<file path="config.mk">
export PLATFORM = sky130hd
export DESIGN_NAME = load_use_hazard_unit
export DESIGN_NICKNAME = d
export VERILOG_FILES = /design/src/rtl/load_use_hazard_unit.sv
export SDC_FILE = /design/constraint.sdc
export NUM_CORES = 1
export LEC_CHECK = 0
export CORE_ASPECT_RATIO = 0.6
export CORE_UTILIZATION = 43
export DETAILED_ROUTE_END_ITERATION = 6
export PLACE_DENSITY_LB_ADDON = 0.25
export SLEW_MARGIN = 20
export SYNTH_ARGS = -nofsm -noshare
export SYNTH_HDL_FRONTEND = slang
export SYNTH_SLANG_ARGS = --single-unit
</file>
<file path="constraint.sdc">
create_clock -name Clock -period 2.1 [get_ports Clock]
set_input_delay 0.525 -clock Clock [delete_from_list [all_inputs] [get_ports Clock]]
set_output_delay 0.525 -clock Clock [all_outputs]
set_load 0.01 [all_outputs]
</file>
<file path="src/rtl/load_use_hazard_unit.sv">
// Load-use hazard control for the accumulator pipeline: stalls PC/IF-ID and
// bubbles ID/EX on unresolvable load-use, flushes on taken branch, keeps stats.
module load_use_hazard_unit #(
    parameter int          LOAD_LATENCY = 1,
    parameter int          CNT_W        = 16,
    parameter logic [5:0]  NOP_OPCODE   = 6'h00
) (
    input  logic             Clock,
    input  logic             Reset,
    input  logic [5:0]       iOpcode_ID,
    input  logic             iReadsA_ID,
    input  logic             iReadsB_ID,
    input  logic             iWritesA_ID,
    input  logic             iWritesB_ID,
    input  logic             iIsLoad_ID,
    input  logic             iBranchTaken_EX,
    output logic             oPC_Enable,
    output logic             oIFID_Enable,
    output logic             oIDEX_Bubble,
    output logic             oIFID_Flush,
    output logic             oStalled,
    output logic [CNT_W-1:0] oStallCount,
    output logic [CNT_W-1:0] oFlushCount
);

    typedef enum logic {RUN, STALL} state_t;

    localparam logic [1:0]       CNT_LOAD = 2'(LOAD_LATENCY - 1);
    localparam logic [CNT_W-1:0] ONE      = CNT_W'(1);

    state_t           state, state_n;
    logic [1:0]       cnt, cnt_n;
    logic             ex_load_a, ex_load_b;
    logic             hz, stall_inc, flush_inc;
    logic [CNT_W-1:0] stall_count, flush_count;

    assign hz = (iOpcode_ID != NOP_OPCODE) &
                ((ex_load_a & iReadsA_ID) | (ex_load_b & iReadsB_ID));

    always_comb begin
        state_n      = state;
        cnt_n        = cnt;
        oPC_Enable   = 1'b1;
        oIFID_Enable = 1'b1;
        oIDEX_Bubble = 1'b0;
        oIFID_Flush  = 1'b0;
        oStalled     = 1'b0;
        stall_inc    = 1'b0;
        flush_inc    = 1'b0;
        if (!Reset) begin
            oPC_Enable   = 1'b0;
            oIFID_Enable = 1'b0;
            oIDEX_Bubble = 1'b1;
        end else if (iBranchTaken_EX) begin
            // branch target must load, so enables stay high while both stages flush
            oIFID_Flush  = 1'b1;
            oIDEX_Bubble = 1'b1;
            flush_inc    = 1'b1;
            state_n      = RUN;
            cnt_n        = 2'd0;
        end else begin
            case (state)
                RUN: begin
                    if (hz) begin
                        oPC_Enable   = 1'b0;
                        oIFID_Enable = 1'b0;
                        oIDEX_Bubble = 1'b1;
                        oStalled     = 1'b1;
                        stall_inc    = 1'b1;
                        cnt_n        = CNT_LOAD;
                        state_n      = (LOAD_LATENCY > 1) ? STALL : RUN;
                    end
                end
                STALL: begin
                    oPC_Enable   = 1'b0;
                    oIFID_Enable = 1'b0;
                    oIDEX_Bubble = 1'b1;
                    oStalled     = 1'b1;
                    stall_inc    = 1'b1;
                    // cnt counts the stall cycles still owed, this one included
                    cnt_n        = (cnt == 2'd0) ? 2'd0 : cnt - 2'd1;
                    if (cnt <= 2'd1) state_n = RUN;
                end
                default: state_n = RUN;
            endcase
        end
    end

    always_ff @(posedge Clock) begin
        if (!Reset) begin
            state       <= RUN;
            cnt         <= 2'd0;
            ex_load_a   <= 1'b0;
            ex_load_b   <= 1'b0;
            stall_count <= '0;
            flush_count <= '0;
        end else begin
            state     <= state_n;
            cnt       <= cnt_n;
            ex_load_a <= !oIDEX_Bubble & iIsLoad_ID & iWritesA_ID;
            ex_load_b <= !oIDEX_Bubble & iIsLoad_ID & iWritesB_ID;
            if (stall_inc && stall_count != '1) stall_count <= stall_count + ONE;
            if (flush_inc && flush_count != '1) flush_count <= flush_count + ONE;
        end
    end

    assign oStallCount = stall_count;
    assign oFlushCount = flush_count;

endmodule
</file>
---- Word-level counts from Yosys, hierarchy flattened ----
Cells that the tools add are included.
Widths: inputs -> output; s select.
cells by class
  add/subtract/negate cells ............... 3
  $lt $le $gt $ge ......................... 1
  eq/ne operators ......................... 3
  mux-type cells .......................... 17
  bitwise logic cells ..................... 9
  reductions and logical operators ........ 6
operators by type and width
  kind                   count
  $add 16x1->16 const B  2
  $ne 16x16->1 const B   2
  $mux 1                 11
  $and 1x1->1            6
  $pmux 1 s2             3
  $reduce_bool 6->1      1
  $mux 2                 2
  $pmux 2 s2             1
  $le 2x1->1 const B     1
  $logic_and 1x1->1      2
  $logic_not 2->1        1
  $ne 2x2->1 const B     1
  $not 1->1              2
  $reduce_or 2->1        1
  $sub 2x1->2 const B    1
  $logic_not 1->1        1
  $or 1x1->1             1
word-level totals
  register bits ........................... 37
  bits of input ports ..................... 14
  output and inout port bits .............. 37

---- Longest topological paths before layout ----
Gate-level depths: netlist of run 1.
  depth in word-level cells ............... 10
  depth in mapped cells ................... 6

---- Worst setup path before layout of run 1 ----
No wires, ideal clock.
  path kind ............................... input -> output
  start point ............................. input iOpcode_ID[3]
  end point ............................... output oPC_Enable
  arrival time ............................ 1,909 ps
  data required time ...................... 1,575 ps
  slack ................................... -334 ps
  stages .................................. 5
  buffers on the path ..................... 1
  path through ............................ or4_1 -> o21ai_1 -> inv_1 -> a21oi_1 -> buf_4
between the ends
  word-level cells in the longest chain between the ends .. 6
RTL lines
  element               RTL line  text
  start: declaration    10        input logic [5:0] iOpcode_ID,
  $reduce_bool 6->1     37        assign hz = (iOpcode_ID != NOP_OPCODE) &
  $and 1x1->1           37
  $mux 1                --
  $pmux 1 s2            --
  $mux 1 (2 in series)  --
  end: declaration      17        output logic oPC_Enable,
No other way between the ends.

---- Final worst setup path of run 1 ----
  start point ............................. input iOpcode_ID[5]
  end point ............................... output oIFID_Enable
between the ends
  word-level cells in the longest chain between the ends .. 6
RTL lines
  element            RTL line  text
  $reduce_bool 6->1  37
  $and 1x1->1        37
  $mux 1             64        if (hz) begin
  $pmux 1 s2         62        case (state)
  $mux 1             54        end else if (iBranchTaken_EX) begin
  $mux 1             50        if (!Reset) begin
  end: declaration   18        output logic oIFID_Enable,
No other way between the ends.

==> results of run 1 <==
placed cells by master, fill, tap and decap left out, drive strengths merged, types with 3 or more instances in the layout:
cell and n:
or3 3, nand3 10, o311ai 8, and3 8, a211oi 3, dlygate4sd2 6, o21ai 6, or4 5
and2 3, or2 3, a21oi 14, nand2 25, o211ai 3, clkbuf 7, clkdlybuf4s50 35, nor4 9
nand2b 11, nor3 3, buf 35, mux2i 12, dfxtp 37, o31ai 8, nand4 7, inv 12
critical path, delay by kind of cell:
| kind | cells | cell delay [ps] |
|---|---|---|
| AO/OA/AOI/OAI | 2 | 280 |
| buffers and inverters | 3 | 300 |
| AND/OR/NAND/NOR | 1 | 550 |
area by class of cell:
cell class              instances  area [sq um]  share of cell area (%)
clock buffers                   7          96.3                    3.46
flip-flops and latches         37           741                    26.6
clock inverters                 1          5.00                   0.180
multi-input cells             162          1120                    40.3
well taps                      60          75.1                    2.70
repair buffers                 78           698                    25.1
inverters                      12          45.0                    1.62
per-stage QoR:
stage	util, %	worst slack (ps)	TNS (ps)	cells	hold WS (ps)
3_3_place_gp	64.1	-792	-11670	348	420
2_1_floorplan	-	-46.0	-46.0	221	411
5_1_grt	66.8	-126	-463	357	459
3_5_place_dp	64.1	-798	-12310	348	434
6_report	66.8	-80.6	-292	357	442
4_1_cts	66.5	-136	-444	357	445
sequential cells by signal, summed over array words and instances, names as in the netlist:
signal       count
oFlushCount     16
oStallCount     16
cnt              2
ex_load_a        1
ex_load_b        1
state            1
timing repair:
action                                  4_1_cts  5_1_grt
endpoints found under the hold margin         0        0
gates resized for setup                      42        3
setup buffers                                 1        0
pin swaps                                     5        4
endpoints found under the setup margin       20        6
worst paths after layout:
check | startpoint | end | slack (ps) | depth (start not counted)
worst max-delay path | iOpcode_ID[5] | oIFID_Enable | -80 | 6
worst min-delay path | cnt[1]$_SDFFE_PP0P_ | cnt[1]$_SDFFE_PP0P_ | 440 | 2
worst max register to register | oStallCount[1]$_SDFFE_PN0P_ | oStallCount[14]$_SDFFE_PN0P_ | 250 | 6
worst min register to register | cnt[1]$_SDFFE_PP0P_ | cnt[1]$_SDFFE_PP0P_ | 440 | 2
power by group:
group / total, mW / internal [mW] / switching (mW)
Combinational: 0.114 / 0.0610 / 0.0532
Clock: 0.549 / 0.297 / 0.252
Sequential: 0.713 / 0.706 / 0.00656
routing by layer:
layer  wire [microns]  vias up  global-route usage (%)
li1                 -      993                       -
met3              254        0                    4.75
met2             2040       59                    32.0
met1             2530      915                    33.0
met4                0        0                    3.28
met5                0        -                       0
logic make-up (layout without fill, tap and decap cells):
| logic type | count (synthesis) | count (layout) | share of synthesized area, % |
|---|---|---|---|
| and+or+nand+nor | 96 | 96 | 29.7 |
| AOI/OAI and AO/OA | 52 | 52 | 19.1 |
| DFF | 37 | 37 | 38.9 |
| buffers and inverters | 22 | 98 | 4.67 |
| muxes | 12 | 12 | 6.31 |
| adders and majority gates | 2 | 2 | 1.31 |
==> run_results.csv, run 1 <==
group,metric,value,unit
timing,worst-slew-pin-transition,380,ps
finish,final_layout_size_suffix_gt1_share,20.2,%
logic_synthesis,synth-seq-cells,37,
die,ioPinCount,51,
global_routing,grt_pass1_vias,1609,
logic_synthesis,synth_seq_area_share,38.9,%
logic_synthesis,ys_warn_count,0,
job,drv_cap,0,
finish,fin_area,2780,sq um
cts,cts_tree,"yes",
timing,relSlewSlack,74.0,%
cts,cts-htree-levels,2,
finish,syn2layout_area_growth,46.2,%
timing,final.period_utilization,104,%
logic_synthesis,yosys.area.top_type,"dfxtp_1",
routing,antenna_left,0,
setup_path,path_max_fanout,3,
global_routing,grt_max_degree,23,
setup_path,start_kind,"input port",
global_routing,antenna_found_initial,0,
logic_synthesis,synth.area.top_cells,"dfxtp_1 39%, mux2i_1 6.3%, nand2_1 4.9%",
global_routing,grt_usage,21.8,%
die,die_height,53.5,microns
routing,drc,0,
power,peakVddDrop,322,uV
timing,fmax,459,MHz
setup_path,endpoint_kind,"primary output",
timing,rsz0062_at_grt,"true",
setup_path,cp_cell_sequence,"buf_6 > or4_4 > o21ai_4 > inv_2 > a21oi_4 > buf_2",
setup_path,max_stage_delay,550,ps
global_routing,grt_pass1_wl,7780,microns
die,start_util,45.7,%
placed_design,dp_hpwl,3610,microns
routing,drt-initial-drc-count,163,
logic_synthesis,synthTopCellsByCount,"37 x dfxtp_1, 25 x nand2_1, 14 x a21oi_1",
logic_synthesis,ys_types,44,
cts,insertion_delay,290,ps
cts,cts_hold_buffers,0,
die,die_area,4700,sq um
routing,routed_via_density,5.51,
timing,period_needed,2180,ps
timing,finalWorstSetupSlack,-80.6,ps
cts,cts-root-buf,"clkbuf_8",
logic_synthesis,synth.most_common_cell,"dfxtp_1",
timing,slew_violations,0,
routing,dr.pass1.iters,4,
run_status,status,"complete, but fails checks",
logic_synthesis,synthCells,221,
placed_design,numPortBuffers,50,
timing,finalClockSkew,5.87,ps
cts,ctsLongestPathBuffers,2,
finish,nNetsFinal,312,
power,p_leak,1.00,nW
min_path,hold_class,"reg2reg",
logic_synthesis,syn_nets,237,
cts,path_clk_slew,70,ps
logic_synthesis,synth-main-ff-cell,"dfxtp_1",
setup_path,path_class,"in2out",
setup_path,crit_required,1570,ps
routing,post_drt_wl_per_cell,13.5,microns
routing,num_vias,1967,
power,pwr_density_cell,495,nW/um^2
power,total_power,1.38,mW
run_status,violations,"setup timing",
timing,setup_viol,4,
logic_synthesis,avgSynthCellArea,8.61,sq um
die,die_w,87.9,microns
global_routing,grt.overflow.total,0,
finish,antennaDiodeCount,0,
finish,n_fill_cell,344,
logic_synthesis,synth_edf_count,0,
placed_design,place_area,2670,sq um
logic_synthesis,syn_area,1900,sq um
routing,wirelength,4830,microns
logic_synthesis,synth_top_area_share,38.9,%
setup_path,arrival,1660,ps
setup_path,crit_path_top_delay_cell,"or4_4",
die,coreArea,4170,sq um
cts,numClockSinks,37,
cts,cts_buffers,5,
timing,final_hold_viol_count,0,
die,rows,18,
placed_design,gp_congestion,0.825,
logic_synthesis,synthArstFlopShare,0,%
No activity file was read; power rests on OpenSTA's default activity.
==> inputs of run 2 (changes only) <==
Settings changed: CORE_MARGIN from default to 5, MAX_ROUTING_LAYER from default to met4.
==> run 2 against run 1 <==
Effect of this change: the flow still finishes with violations (setup timing); final cell count is 0.28% higher; sequential power hardly changed; count of clock-buffer cells in the layout stayed put; power is 7.1% higher; register-to-register slack worse by 50 ps; die area is 25% higher; via count is 1.2% lower; clock power is 18% higher; critical path type unchanged.
==> run_results.csv, run 2 (same netlist as run 1, synthesis figures left out) <==
group,metric,value,unit
cts,cts-htree-levels,2,
power,peakVddDrop,366,uV
timing,fmax,455,MHz
job,drv_cap,0,
timing,period_needed,2200,ps
cts,cts_tree,"yes",
finish,nNetsFinal,313,
global_routing,grt_pass1_wl,7980,microns
setup_path,path_class,"in2out",
die,start_util,45.4,%
finish,syn2layout_area_growth,46.9,%
timing,worst-slew-pin-transition,394,ps
placed_design,place_area,2670,sq um
timing,finalClockSkew,9.96,ps
die,rows,18,
placed_design,dp.cells,347,
timing,final.period_utilization,105,%
routing,drc,0,
routing,num_vias,1943,
routing,wirelength,4890,microns
timing,whs,438,ps
min_path,hold_class,"reg2reg",
timing,relSlewSlack,73.3,%
global_routing,grt_max_degree,21,
run_status,violations,"setup timing",
finish,final_common_cell,"dfxtp_1",
setup_path,crit_required,1570,ps
routing,routed_via_density,5.43,
global_routing,antenna_found_initial,0,
cts,cts_hold_buffers,0,
finish,seqCellArea,741,sq um
power,p_leak,1.01,nW
finish,final_cell_mix,"37 x dfxtp_1, 35 x clkdlybuf4s50_1, 27 x buf_4, 25 x nand2_1, 13 x a21oi_1",
setup_path,arrival,1670,ps
power,pwr_density_cell,527,nW/um^2
setup_path,start_kind,"input port",
run_status,status,"complete, but fails checks",
cts,cts-root-buf,"clkbuf_8",
finish,multiInputGateArea,1120,sq um
cts,path_clk_slew,80,ps
finish,antennaDiodeCount,0,
cts,cts_buffers,5,
die,die_w,95.9,microns
timing,slew_violations,0,
global_routing,grt.overflow.total,0,
die,coreArea,4190,sq um
cts,numClockSinks,37,
placed_design,gp_congestion,0.835,
routing,antenna_left,0,
finish,layout.cells.non_filler,358,
cts,ctsLongestPathBuffers,2,
finish,final_layout_size_suffix_gt1_share,20.1,%
routing,dr.pass1.iters,4,
global_routing,grt_usage,17.9,%
power,total_power,1.47,mW
routing,drt-initial-drc-count,89,
timing,rsz0062_at_grt,"true",
placed_design,dp_hpwl,3660,microns
routing,post_drt_wl_per_cell,13.6,microns
die,die_area,5900,sq um
timing,final_hold_viol_count,0,
finish,n_fill_cell,385,
die,ioPinCount,51,
timing,setup_viol,4,
finish,fin_area,2800,sq um
cts,insertion_delay,290,ps
timing,finalWorstSetupSlack,-97.1,ps
setup_path,path_max_fanout,3,
setup_path,endpoint_kind,"primary output",
die,die_height,61.5,microns
global_routing,grt_pass1_vias,1704,
timing,tns,-291,ps
placed_design,numPortBuffers,50,
run 2: changes by cell type in the layout (fill, tap and decap cells not counted):
cell	before	now
clkbuf_8	7	6
clkdlybuf4s15_1	2	1
bufinv_16	0	1
clkbuf_1	0	1
buf_2	4	3
nor4_1	6	7
buf_4	25	27
clkbuf_2	0	1
clkinv_2	1	0
nor4_2	3	2
run 2: power by group:
group	switching [mW]	leakage, nW	total, mW	internal [mW]
sequential	0.00684	0.298	0.713	0.706
combinational	0.0523	0.656	0.114	0.0622
clock	0.258	0.0585	0.646	0.388
total	0.317	1.01	1.47	1.16
run 2: cell type report:
type / count / area share, %
clock inverter: 1 / 1.07
sequential: 37 / 26.5
tap: 60 / 2.68
clock buffer: 7 / 3.09
inverter: 12 / 1.61
timing repair buffer: 79 / 25.1
multi-input combinational: 162 / 39.9
run 2: path summary, 6_finish.rpt:
check	endpoint	slack, ps	startpoint	depth (start not counted)
hold reg to reg	cnt[1]$_SDFFE_PP0P_	440	cnt[1]$_SDFFE_PP0P_	2
hold / removal	cnt[1]$_SDFFE_PP0P_	440	cnt[1]$_SDFFE_PP0P_	2
setup reg to reg	oFlushCount[11]$_SDFFE_PN0P_	200	oFlushCount[2]$_SDFFE_PN0P_	4
setup / recovery	oPC_Enable	-100	iOpcode_ID[5]	6
run 2: timing repair:
| item | CTS | global route |
|---|---|---|
| pin swaps | 7 | 4 |
| endpoints found under the setup margin | 24 | 8 |
| endpoints found under the hold margin | 0 | 0 |
| gates resized for setup | 41 | 4 |
| setup buffers | 2 | 1 |
run 2: critical path, cell delays in order:
cell and delay (ps):
buf_6 90, or4_4 550, o21ai_4 170, inv_2 70
a21oi_4 130, buf_2 150
run 2: routing by layer:
layer	GRT usage [%]	vias up	routed length (microns)
li1	-	995	-
met1	26.5	893	2680
met2	24.0	53	1930
met3	4.52	2	254
met4	4.25	0	19
met5	-	-	0
run 2: per-stage QoR:
step                utilization, %  setup slack (ps)
finish                        66.8             -97.1
global route                  66.8              -143
CTS                           66.3              -124
detailed placement            63.6              -794
global placement              63.6              -796
floorplan                        -             -46.0
==> inputs of run 3 (changes only) <==
--- a/config.mk
+++ b/config.mk
@@ -9,7 +9,9 @@
 export CORE_MARGIN = 5
 export CORE_UTILIZATION = 43
+export CTS_CLUSTER_DIAMETER = 80
 export DETAILED_ROUTE_END_ITERATION = 6
 export MAX_ROUTING_LAYER = met4
 export PLACE_DENSITY_LB_ADDON = 0.25
+export RECOVER_POWER = 100
 export SLEW_MARGIN = 20
 export SYNTH_ARGS = -nofsm -noshare
==> constraint.sdc (replaced) <==
create_clock -name Clock -period 2.1 [get_ports Clock]
set_input_delay 0.525 -clock Clock [delete_from_list [all_inputs] [get_ports Clock]]
set_output_delay 0.525 -clock Clock [all_outputs]
set_load 0.005 [all_outputs]
==> run 3 against run 2 <==
Effect of this change: the flow still finishes with violations (setup timing); first-iteration DRC count grew 37%; global-route usage grew 2.0 points; critical endpoint unchanged; critical path depth grew 1; count of clock-buffer cells in the layout is the same; worst hold slack lost 3.7 ps; cell area grew 0.63%; sequential share of layout area shrank 0.16 points; wire length grew 6.4%.
==> run_results.csv, run 3 (same netlist as run 1, synthesis figures left out) <==
group,metric,value,unit
timing,finalClockSkew,9.15,ps
placed_design,dp_hpwl,3940,microns
placed_design,gp_congestion,0.853,
cts,ctsLongestPathBuffers,2,
setup_path,endpoint_kind,"primary output",
setup_path,path_max_fanout,2,
die,die_w,95.9,microns
power,pwr_density_cell,520,nW/um^2
run_status,status,"complete, but fails checks",
global_routing,grt_pass1_wl,8770,microns
timing,period_needed,2210,ps
finish,nNetsFinal,316,
setup_path,arrival,1690,ps
die,ioPinCount,51,
cts,cts_tree,"yes",
timing,fmax,452,MHz
cts,cts-htree-levels,2,
global_routing,grt_max_degree,19,
finish,antennaDiodeCount,0,
die,start_util,45.4,%
cts,cts_hold_buffers,0,
cts,insertion_delay,290,ps
routing,wirelength,5200,microns
finish,syn2layout_area_growth,47.9,%
timing,setup_viol,4,
timing,rsz0062_at_grt,"true",
timing,slew_violations,0,
global_routing,grt_pass1_vias,1833,
routing,num_vias,2026,
setup_path,crit_required,1570,ps
routing,routed_via_density,5.61,
placed_design,dp_slack,-761,ps
timing,relSlewSlack,72.7,%
cts,path_clk_slew,70,ps
power,p_leak,1.02,nW
setup_path,path_class,"in2out",
global_routing,grt_usage,20.0,%
power,peakVddDrop,299,uV
finish,final_common_cell,"dfxtp_1",
routing,antenna_left,0,
die,coreArea,4190,sq um
run_status,violations,"setup timing",
routing,post_drt_wl_per_cell,14.4,microns
die,die_area,5900,sq um
timing,final_hold_viol_count,0,
cts,cts_buffers,5,
routing,drc,0,
routing,drt-initial-drc-count,122,
global_routing,grt.overflow.total,0,
timing,worst-slew-pin-transition,404,ps
job,drv_cap,0,
global_routing,antenna_found_initial,0,
finish,final_layout_size_suffix_gt1_share,19.9,%
timing,finalWorstSetupSlack,-114,ps
timing,final.period_utilization,105,%
cts,numClockSinks,37,
cts,cts-root-buf,"clkbuf_8",
timing,tns,-316,ps
routing,dr.pass1.iters,4,
finish,n_fill_cell,374,
min_path,hold_class,"reg2reg",
finish,final_cell_mix,"37 x dfxtp_1, 35 x clkdlybuf4s50_1, 28 x buf_4, 25 x nand2_1, 13 x a21oi_1",
placed_design,numPortBuffers,50,
die,die_height,61.5,microns
die,rows,18,
setup_path,start_kind,"input port",
==> run 3: worst max-delay path, stage by stage <==
cell and delay [ps]:
buf_6 90, or4_4 550, o21ai_4 150, buf_6 120, inv_4 30, a21oi_4 100
buf_2 120
==> run 3: per-layer routing <==
metal  global-route usage, %  part of all wire [%]
met2                    29.3                    44
met5                       -                     0
met1                    27.5                    49
met3                    4.88                   7.0
met4                    5.06                  0.37
==> run 3: cell type report <==
cell class / count / area [sq um] / area share, %
clock buffers: 7 / 86.3 / 3.07
clock inverters: 1 / 30.0 / 1.07
inverters: 12 / 47.5 / 1.69
multi-input cells: 162 / 1110 / 39.4
flip-flops and latches: 37 / 741 / 26.3
well taps: 60 / 75.1 / 2.67
repair buffers: 82 / 724 / 25.7
==> run 3: worst paths after layout <==
| kind | start | to | slack, ps | depth (start not counted) |
|---|---|---|---|---|
| min reg2reg | cnt[1]$_SDFFE_PP0P_ | cnt[1]$_SDFFE_PP0P_ | 430 | 2 |
| max | iOpcode_ID[3] | oPC_Enable | -110 | 7 |
| min | cnt[1]$_SDFFE_PP0P_ | cnt[1]$_SDFFE_PP0P_ | 430 | 2 |
| max reg2reg | oFlushCount[5]$_SDFFE_PN0P_ | oFlushCount[13]$_SDFFE_PN0P_ | 210 | 4 |
==> run 3: what timing repair did <==
| action | 4_1_cts | 5_1_grt |
|---|---|---|
| resized for setup | 41 | 5 |
| buffers inserted | 2 | 0 |
| pin swaps | 6 | 5 |
| endpoints found under the setup margin | 19 | 4 |
| cloned | 0 | 0 |
==> run 3: power breakdown <==
| group | total, mW | leakage, nW | internal, mW | switching [mW] |
|---|---|---|---|---|
| Clock | 0.636 | 0.0585 | 0.387 | 0.249 |
| Combinational | 0.117 | 0.659 | 0.0634 | 0.0537 |
| Sequential | 0.711 | 0.298 | 0.707 | 0.00447 |
| Total | 1.46 | 1.02 | 1.16 | 0.307 |
==> run 3: metrics by stage <==
stage | area, sq um | instances | hold WS [ps] | total power, mW | utilization [%]
finish | 2810 | 361 | 434 | 1.46 | 67.2
global placement | 2690 | 351 | 419 | 0.842 | 64.2
detailed placement | 2690 | 351 | 427 | 0.844 | 64.2
floorplan | 1930 | 221 | 411 | 0.773 | -
global route | 2810 | 361 | 452 | 1.54 | 67.2
CTS | 2800 | 361 | 437 | 1.48 | 66.8
